**config.mk**
```make
export PLATFORM = sky130hd
export DESIGN_NAME = silife_write_arbiter_flat
export DESIGN_NICKNAME = d
export VERILOG_FILES = /design/src/rtl/silife_write_arbiter_if.sv /design/src/rtl/silife_write_arbiter.sv /design/src/flat_wrapper.sv
export SDC_FILE = /design/constraint.sdc
export NUM_CORES = 1
export LEC_CHECK = 0
export CAP_MARGIN = 20
export CORE_AREA = 10 10 99 101
export DETAILED_ROUTE_END_ITERATION = 12
export DIE_AREA = 0 0 109 111
export PLACE_DENSITY_LB_ADDON = 0.1
export SLEW_MARGIN = 5
export SYNTH_ARGS = -nofsm -noshare
export SYNTH_HDL_FRONTEND = slang
export SYNTH_SLANG_ARGS = --single-unit
```
**constraint.sdc**
```tcl
create_clock -name clk -period 2.4 [get_ports clk]
set_input_delay 0.48 -clock clk [delete_from_list [all_inputs] [get_ports clk]]
set_output_delay 0.48 -clock clk [all_outputs]
set_load 0.02 [all_outputs]
```
**src/rtl/silife_write_arbiter_if.sv**
```systemverilog
`timescale 1ns/1ps
`default_nettype none
// ============================================================================
// Module      : silife_write_arbiter_if
// Description : Bundles the source-side (demo/user) write and step signals,
//               the grid-facing outputs and the queue status of the SiLife
//               write arbiter.
//               master = the environment: drives the sources and grid_busy.
//               slave  = the arbiter itself.
// Revision    : 1.0 - initial release
// ============================================================================
interface silife_write_arbiter_if #(
  parameter int ROW_BITS   = 5,
  parameter int WIDTH      = 8,
  parameter int FIFO_DEPTH = 4
);

  localparam int LVL_W = $clog2(FIFO_DEPTH) + 1;

  // Source selection
  logic                demo_mode;

  // Demo pattern generator source
  logic [ROW_BITS-1:0] demo_row_select;
  logic [WIDTH-1:0]    demo_cells;
  logic                demo_wr_en;
  logic                demo_step;

  // User (external) source
  logic [ROW_BITS-1:0] usr_row_select;
  logic [WIDTH-1:0]    usr_cells;
  logic                usr_wr_en;
  logic                usr_step;

  // Grid side
  logic                grid_busy;
  logic [ROW_BITS-1:0] grid_row_select;
  logic [WIDTH-1:0]    grid_cells;
  logic                grid_wr_en;
  logic                grid_step;

  // Status
  logic [LVL_W-1:0]    fifo_level;
  logic                overflow;

  modport master (
    output demo_mode,
    output demo_row_select, demo_cells, demo_wr_en, demo_step,
    output usr_row_select, usr_cells, usr_wr_en, usr_step,
    output grid_busy,
    input  grid_row_select, grid_cells, grid_wr_en, grid_step,
    input  fifo_level, overflow
  );

  modport slave (
    input  demo_mode,
    input  demo_row_select, demo_cells, demo_wr_en, demo_step,
    input  usr_row_select, usr_cells, usr_wr_en, usr_step,
    input  grid_busy,
    output grid_row_select, grid_cells, grid_wr_en, grid_step,
    output fifo_level, overflow
  );

endinterface
`default_nettype wire

```
**src/rtl/silife_write_arbiter.sv**
```systemverilog
`timescale 1ns/1ps
`default_nettype none
// ============================================================================
// Module      : silife_write_arbiter
// Description : Selects the demo or user row-write source, queues its writes
//               in a small FIFO and replays them to the SiLife cell grid.
//               Step requests are held back until the queue has drained and
//               the grid is idle, then issued as a single pulse followed by
//               an enforced idle gap.
// Revision    : 1.0 - initial release
// ============================================================================
module silife_write_arbiter #(
  parameter int ROW_BITS   = 5,
  parameter int WIDTH      = 8,
  parameter int FIFO_DEPTH = 4,
  parameter int STEP_GAP   = 2
) (
  input  logic                   clk,
  input  logic                   rst_n,
  silife_write_arbiter_if.slave  bus
);

  localparam int PTR_W   = $clog2(FIFO_DEPTH);
  localparam int LVL_W   = PTR_W + 1;
  localparam int ENTRY_W = ROW_BITS + WIDTH;
  localparam int GAP_W   = (STEP_GAP > 0) ? $clog2(STEP_GAP + 1) : 1;

  typedef enum logic [1:0] {
    S_IDLE = 2'd0,
    S_STEP = 2'd1,
    S_HOLD = 2'd2
  } state_t;

  // --------------------------------------------------------------------------
  // State
  // --------------------------------------------------------------------------
  state_t               state_q, state_d;
  logic [GAP_W-1:0]     gap_q, gap_d;

  logic [ENTRY_W-1:0]   mem_q [FIFO_DEPTH];
  logic [PTR_W-1:0]     wr_ptr_q, wr_ptr_d;
  logic [PTR_W-1:0]     rd_ptr_q, rd_ptr_d;
  logic [LVL_W-1:0]     level_q, level_d;

  logic                 pending_q, pending_d;
  logic                 overflow_q, overflow_d;
  logic                 mode_q;

  logic [ROW_BITS-1:0]  row_q, row_d;
  logic [WIDTH-1:0]     cells_q, cells_d;
  logic                 wr_en_q, wr_en_d;
  logic                 step_q, step_d;

  // --------------------------------------------------------------------------
  // Combinational helpers
  // --------------------------------------------------------------------------
  logic                 w_sel_wr;
  logic                 w_sel_step;
  logic [ENTRY_W-1:0]   w_sel_entry;
  logic                 w_full;
  logic                 w_pop;
  logic                 w_push;
  logic                 w_drop;
  logic                 w_mode_change;
  logic [ENTRY_W-1:0]   w_head;

  // Only the source picked by demo_mode this cycle is looked at at all.
  always_comb begin
    w_sel_wr    = bus.demo_mode ? bus.demo_wr_en : bus.usr_wr_en;
    w_sel_step  = bus.demo_mode ? bus.demo_step  : bus.usr_step;
    w_sel_entry = bus.demo_mode ? {bus.demo_row_select, bus.demo_cells}
                                : {bus.usr_row_select,  bus.usr_cells};
  end

  assign w_full        = (level_q == LVL_W'(FIFO_DEPTH));
  assign w_head        = mem_q[rd_ptr_q];
  assign w_mode_change = (bus.demo_mode != mode_q);

  // A push into a full queue still fits when the head leaves in the same cycle.
  assign w_push = w_sel_wr && (!w_full || w_pop);
  assign w_drop = w_sel_wr &&  w_full && !w_pop;

  // --------------------------------------------------------------------------
  // Drain FSM: pops win over the pending step; a step is followed by a
  // STEP_GAP-cycle hold before anything else is issued.
  // --------------------------------------------------------------------------
  always_comb begin
    state_d = state_q;
    gap_d   = gap_q;
    w_pop   = 1'b0;
    case (state_q)
      S_IDLE: begin
        if ((level_q != '0) && !bus.grid_busy) begin
          w_pop = 1'b1;
        end else if ((level_q == '0) && pending_q && !bus.grid_busy) begin
          state_d = S_STEP;
        end
      end
      S_STEP: begin
        gap_d = GAP_W'(STEP_GAP);
        if (STEP_GAP == 0) begin
          state_d = S_IDLE;
        end else begin
          state_d = S_HOLD;
        end
      end
      S_HOLD: begin
        // Counter reaching zero on this edge releases the hold.
        if (gap_q <= GAP_W'(1)) begin
          gap_d   = '0;
          state_d = S_IDLE;
        end else begin
          gap_d = gap_q - GAP_W'(1);
        end
      end
      default: begin
        state_d = S_IDLE;
      end
    endcase
  end

  // Next-state for queue pointers, occupancy, step/overflow flags and outputs.
  always_comb begin
    wr_ptr_d = wr_ptr_q;
    rd_ptr_d = rd_ptr_q;
    level_d  = level_q;
    if (w_push) begin
      wr_ptr_d = wr_ptr_q + PTR_W'(1);
    end
    if (w_pop) begin
      rd_ptr_d = rd_ptr_q + PTR_W'(1);
    end
    case ({w_push, w_pop})
      2'b10:   level_d = level_q + LVL_W'(1);
      2'b01:   level_d = level_q - LVL_W'(1);
      default: level_d = level_q;
    endcase

    // Issuing the step consumes the pending flag, but a request arriving in
    // that very cycle belongs to the next step and must survive.
    if (state_q == S_STEP) begin
      pending_d = w_sel_step;
    end else begin
      pending_d = pending_q | w_sel_step;
    end

    // Switching source clears the sticky flag; a drop in the same cycle is a
    // fresh event under the new source and still sets it.
    overflow_d = (w_mode_change ? 1'b0 : overflow_q) | w_drop;

    wr_en_d = w_pop;
    step_d  = (state_d == S_STEP);
    row_d   = row_q;
    cells_d = cells_q;
    if (w_pop) begin
      {row_d, cells_d} = w_head;
    end
  end

  // --------------------------------------------------------------------------
  // Registers
  // --------------------------------------------------------------------------

  // Queue storage: data only, validity is carried by the pointers/level.
  always_ff @(posedge clk) begin
    if (w_push) begin
      mem_q[wr_ptr_q] <= w_sel_entry;
    end
  end

  // Control state and registered grid outputs.
  always_ff @(posedge clk or negedge rst_n) begin
    if (!rst_n) begin
      state_q    <= S_IDLE;
      gap_q      <= '0;
      wr_ptr_q   <= '0;
      rd_ptr_q   <= '0;
      level_q    <= '0;
      pending_q  <= 1'b0;
      overflow_q <= 1'b0;
      mode_q     <= 1'b0;
      row_q      <= '0;
      cells_q    <= '0;
      wr_en_q    <= 1'b0;
      step_q     <= 1'b0;
    end else begin
      state_q    <= state_d;
      gap_q      <= gap_d;
      wr_ptr_q   <= wr_ptr_d;
      rd_ptr_q   <= rd_ptr_d;
      level_q    <= level_d;
      pending_q  <= pending_d;
      overflow_q <= overflow_d;
      mode_q     <= bus.demo_mode;
      row_q      <= row_d;
      cells_q    <= cells_d;
      wr_en_q    <= wr_en_d;
      step_q     <= step_d;
    end
  end

  assign bus.grid_row_select = row_q;
  assign bus.grid_cells      = cells_q;
  assign bus.grid_wr_en      = wr_en_q;
  assign bus.grid_step       = step_q;
  assign bus.fifo_level      = level_q;
  assign bus.overflow        = overflow_q;

endmodule
`default_nettype wire

```
**src/flat_wrapper.sv**
```systemverilog
// flat-port wrapper written by rule: the top's interface ports become plain ports
module silife_write_arbiter_flat 
#(
  parameter int ROW_BITS   = 5,
  parameter int WIDTH      = 8,
  parameter int FIFO_DEPTH = 4,
  parameter int STEP_GAP   = 2
)
  (clk, rst_n, bus_demo_mode, bus_demo_row_select, bus_demo_cells, bus_demo_wr_en, bus_demo_step, bus_usr_row_select, bus_usr_cells, bus_usr_wr_en, bus_usr_step, bus_grid_busy, bus_grid_row_select, bus_grid_cells, bus_grid_wr_en, bus_grid_step, bus_fifo_level, bus_overflow);
  silife_write_arbiter_if #(.ROW_BITS(ROW_BITS), .WIDTH(WIDTH), .FIFO_DEPTH(FIFO_DEPTH)) bus_i ();
  input  logic clk;
  input  logic rst_n;
  input wire logic [$bits(bus_i.demo_mode)-1:0] bus_demo_mode;
  input wire logic [$bits(bus_i.demo_row_select)-1:0] bus_demo_row_select;
  input wire logic [$bits(bus_i.demo_cells)-1:0] bus_demo_cells;
  input wire logic [$bits(bus_i.demo_wr_en)-1:0] bus_demo_wr_en;
  input wire logic [$bits(bus_i.demo_step)-1:0] bus_demo_step;
  input wire logic [$bits(bus_i.usr_row_select)-1:0] bus_usr_row_select;
  input wire logic [$bits(bus_i.usr_cells)-1:0] bus_usr_cells;
  input wire logic [$bits(bus_i.usr_wr_en)-1:0] bus_usr_wr_en;
  input wire logic [$bits(bus_i.usr_step)-1:0] bus_usr_step;
  input wire logic [$bits(bus_i.grid_busy)-1:0] bus_grid_busy;
  output wire logic [$bits(bus_i.grid_row_select)-1:0] bus_grid_row_select;
  output wire logic [$bits(bus_i.grid_cells)-1:0] bus_grid_cells;
  output wire logic [$bits(bus_i.grid_wr_en)-1:0] bus_grid_wr_en;
  output wire logic [$bits(bus_i.grid_step)-1:0] bus_grid_step;
  output wire logic [$bits(bus_i.fifo_level)-1:0] bus_fifo_level;
  output wire logic [$bits(bus_i.overflow)-1:0] bus_overflow;
  assign bus_i.demo_mode = bus_demo_mode;
  assign bus_i.demo_row_select = bus_demo_row_select;
  assign bus_i.demo_cells = bus_demo_cells;
  assign bus_i.demo_wr_en = bus_demo_wr_en;
  assign bus_i.demo_step = bus_demo_step;
  assign bus_i.usr_row_select = bus_usr_row_select;
  assign bus_i.usr_cells = bus_usr_cells;
  assign bus_i.usr_wr_en = bus_usr_wr_en;
  assign bus_i.usr_step = bus_usr_step;
  assign bus_i.grid_busy = bus_grid_busy;
  assign bus_grid_row_select = bus_i.grid_row_select;
  assign bus_grid_cells = bus_i.grid_cells;
  assign bus_grid_wr_en = bus_i.grid_wr_en;
  assign bus_grid_step = bus_i.grid_step;
  assign bus_fifo_level = bus_i.fifo_level;
  assign bus_overflow = bus_i.overflow;
  silife_write_arbiter #(.ROW_BITS(ROW_BITS), .WIDTH(WIDTH), .FIFO_DEPTH(FIFO_DEPTH), .STEP_GAP(STEP_GAP)) u_core (.clk(clk), .rst_n(rst_n), .bus(bus_i));
endmodule
```
==> impl_metrics.csv <==
group,metric,value,unit
yosys,synth_top_area_cell,"edfxtp_1",
die,start_util,0.430,
power,p_leak,1.68,nW
sta,maxSlewViolCount,0,
critical_path,reg2reg_depth,11,
yosys,synth_area_leaders,"edfxtp_1 46%, dfrtp_1 21%, mux2_2 6.2%",
die,core_area,7970,um^2
yosys,synthCells,186,
power,pwr-share-clk,0.208,
power,pwr-share-seq,0.424,
layout,fin_nets,303,
clocking,clockBufferDepth,2,
sta,fin_hold_ws,0.473,ns
global_routing,grt.total_usage,0.111,
layout,syn_to_final_growth,27.7,%
global_routing,met2_usage,0.162,
global_routing,grt_max_degree,30,
critical_path,rr_endpoint,"u_core.bus.fifo_level[2]$_DFFE_PN0P_",
power,p_int,3.61,mW
critical_path,crit_buf_inv,3,
routing,wirelength,6330,um
sta,worst_pin_slew,0.498,ns
placement,place.gp.congestion,0.733,
yosys,avgSynthCellArea,18.4,um^2
yosys,synth-seq-cells,81,
die,dieWidth,109,um
clocking,clock-sinks,81,
clocking,tritoncts,"done",
sta,finClkSkew,0.00488,ns
die,die_y,111,um
global_routing,grt-ovfl-total,0,
yosys,syn-num-nets,230,
critical_path,cpMaxStageDelayCell,"dfrtp_1",
critical_path,cpPeakStageDelay,0.46,ns
routing,drt_iter0_markers,65,
layout,drive_gt1_frac,0.261,
layout,n_antenna_cell,0,
routing,ant_nets,0,
routing,dr_total_vias,1775,
die,io_pins,53,
sta,fin_crit_sh,0.904,
critical_path,cp_common_cell,"inv_1",
clocking,clk_root_buffer_cell,"clkbuf_8",
critical_path,cp_max_fo,7,
critical_path,regToRegSetupSlack,0.23,ns
placement,hpwl,4380,um
power,ir_worst_vdd,395,uV
layout,mostFrequentLayoutCells,"52 x clkdlybuf4s50_1, 52 x edfxtp_1, 28 x dfrtp_1",
yosys,yosysWarnings,0,
routing,firstDrtPassIters,4,
sta,hold_viol,0,
yosys,yosysSeqAreaShare,0.667,
yosys,synth_edf_count,52,
worst_hold_path,hp-start,"u_core.gap_q[0]$_DFFE_PN0P_",
placement,port_buffers,52,
sta,finalSetupViolCount,0,
outcome,status,"complete, no violations",
die,die-area,12100,um^2
critical_path,arrival,2.44,ns
power,power.total,5.20,mW
layout,fillers,658,
global_routing,globalRouteMet3Util,0.0331,
flow_run,maxCapViolCount,0,
routing,drc,0,
clocking,cts-buffers-inserted,9,
yosys,ys_types,32,
yosys,synth_top_flop_cell,"edfxtp_1",
yosys,synthArstFlopShare,0.358,
clocking,clk_latency,0.34,ns
sta,fin_crit,2.17,ns
critical_path,path_cells,"inv_1, ha_1, nand2b_1, a31oi_2, inv_1, ha_1, inv_1, fa_1, xor2_1, nor2_1, xor2_1",
global_routing,top_usage_layer,"met2",
critical_path,critPathKind,"register to register",
critical_path,r2r-start,"u_core.state_q[1]$_DFF_PN0_",
power,switching_share,0.305,
critical_path,cp-start-kind,"register",
yosys,synth_top_area_frac,0.456,
sta,fmax,461,MHz
routing,vias_per_cell,4.81,
critical_path,cp-end-kind,"register",
routing,wl_per_cell,17.2,um
power,p_comb_frac,0.368,
global_routing,use_met1,0.145,
worst_hold_path,min_path_type,"register to register",
clocking,htree_levels,3,
clocking,clk_pin_slew,0.08,ns
worst_hold_path,hold_path_depth,1,
clocking,cts_hold_buf,0,
critical_path,required,2.67,ns
global_routing,grt_pass1_wl,10200,um
global_routing,antenna_found_initial,0,
global_routing,grt_pass1_vias,1907,
power,p_sw,1.59,mW
sta,slew_headroom,0.668,
critical_path,critical_path.top_delay_family,"adder cells",
die,rows,33,
sta,rsz0062_at_grt,"no",
yosys,netlist_area,3430,um^2
power,power.density,1190,nW/um^2
worst_hold_path,holdPathEnd,"u_core.gap_q[0]$_DFFE_PN0P_",
==> logic make-up (layout without fill, tap and decap cells) <==
| kind of cell | count (synthesis) | count (layout) | share of synthesized area |
|---|---|---|---|
| flops | 81 | 81 | 0.667 |
| xor+xnor | 7 | 7 | 0.0179 |
| compound gates | 10 | 10 | 0.0190 |
| fa+ha+maj | 10 | 10 | 0.0387 |
| simple gates | 18 | 18 | 0.0303 |
| buf+inv | 16 | 94 | 0.0267 |
| mux | 44 | 44 | 0.200 |
==> repair_timing <==
action / 4_1_cts / 5_1_grt
setup endpoints to repair: 0 / 1
resized for setup: 0 / 1
setup buffers: 0 / 0
hold endpoints to repair: 0 / 0
==> synth_stat cells (2+ instances only) <==
| master | number |
|---|---|
| edfxtp_1 | 52 |
| dfrtp_1 | 29 |
| mux2_2 | 19 |
| inv_1 | 10 |
| ha_1 | 9 |
| mux2_4 | 8 |
| mux4_2 | 8 |
| mux4_1 | 5 |
| o21ai_0 | 5 |
| and2_1 | 4 |
| mux2i_1 | 4 |
| xor2_1 | 4 |
| buf_2 | 3 |
| nand3_1 | 3 |
| nor2_1 | 3 |
| xnor2_1 | 3 |
| nand4_1 | 2 |
==> layer usage <==
| layer | part of all wire | wire length [um] |
|---|---|---|
| met4 | 0.013 | 81 |
| met5 | 0 | 0 |
| met3 | 0.061 | 385 |
| met2 | 0.46 | 2900 |
| met1 | 0.47 | 2970 |
==> state kept, by name, summed over array words and instances, names as in the netlist <==
signal / flops
u_core.pending_q: 1
u_core.gap_q: 2
u_core.bus.grid_cells: 8
u_core.bus.fifo_level: 3
u_core.rd_ptr_q: 2
u_core.state_q: 2
u_core.wr_ptr_q: 2
u_core.bus.grid_wr_en: 1
u_core.mem_q: 52
u_core.bus.grid_step: 1
u_core.bus.overflow: 1
u_core.bus.grid_row_select: 5
u_core.mode_q: 1
==> per-stage QoR <==
step                      instances  utilization  instance area (um^2)  worst slack (ns)  setup TNS [ns]
after global placement          353        0.522                  4160           -0.0472         -0.0472
after floorplan                 186            -                  3430            0.0580               0
after CTS                       369        0.549                  4380             0.172               0
final                           369        0.549                  4380             0.229               0
after global routing            369        0.549                  4380            0.0408               0
after detailed placement        353        0.522                  4160           -0.0993         -0.0993
==> worst reg2reg max path: cells and delay by family, from the launching register on <==
family,cells,cell delay (ns)
xor+xnor,2,0.29
buf+inv,3,0.21
simple gates,2,0.29
fa+ha+maj,3,0.74
flops,1,0.46
compound gates,1,0.12
==> layout make-up <==
type                    count  area (um^2)  share of cell area
clock buffers              11          141              0.0323
well taps                 105          131              0.0300
flip-flops and latches     81         2290               0.523
clock inverters             5         77.6              0.0177
multi-input cells          89         1050               0.239
inverters                  10         37.5             0.00857
repair buffers             68          653               0.149
==> power groups by stage <==
stage	combinational [mW]	sequential (mW)	clock [mW]
2_1_floorplan	1.11	2.33	0
3_3_place_gp	1.93	2.24	0
3_5_place_dp	1.95	2.24	0
4_1_cts	1.95	2.22	1.11
5_1_grt	2.09	2.27	1.17
6_report	1.91	2.21	1.08
==> worst max path at each step <==
stage	from	to	slack, ns	cells past startpoint
2_1_floorplan	u_core.state_q[0]$_DFF_PN0_	u_core.bus.fifo_level[2]$_DFFE_PN0P_	0.06	11
5_1_grt	u_core.state_q[1]$_DFF_PN0_	u_core.bus.fifo_level[2]$_DFFE_PN0P_	0.04	11
6_report	u_core.state_q[1]$_DFF_PN0_	u_core.bus.fifo_level[2]$_DFFE_PN0P_	0.23	11
3_3_place_gp	bus_demo_mode	u_core.bus.fifo_level[2]$_DFFE_PN0P_	-0.05	10
3_5_place_dp	bus_demo_mode	u_core.bus.fifo_level[2]$_DFFE_PN0P_	-0.1	10
4_1_cts	u_core.state_q[0]$_DFF_PN0_	u_core.bus.fifo_level[2]$_DFFE_PN0P_	0.17	11
Note: power is estimated with default switching activity, not from simulation.
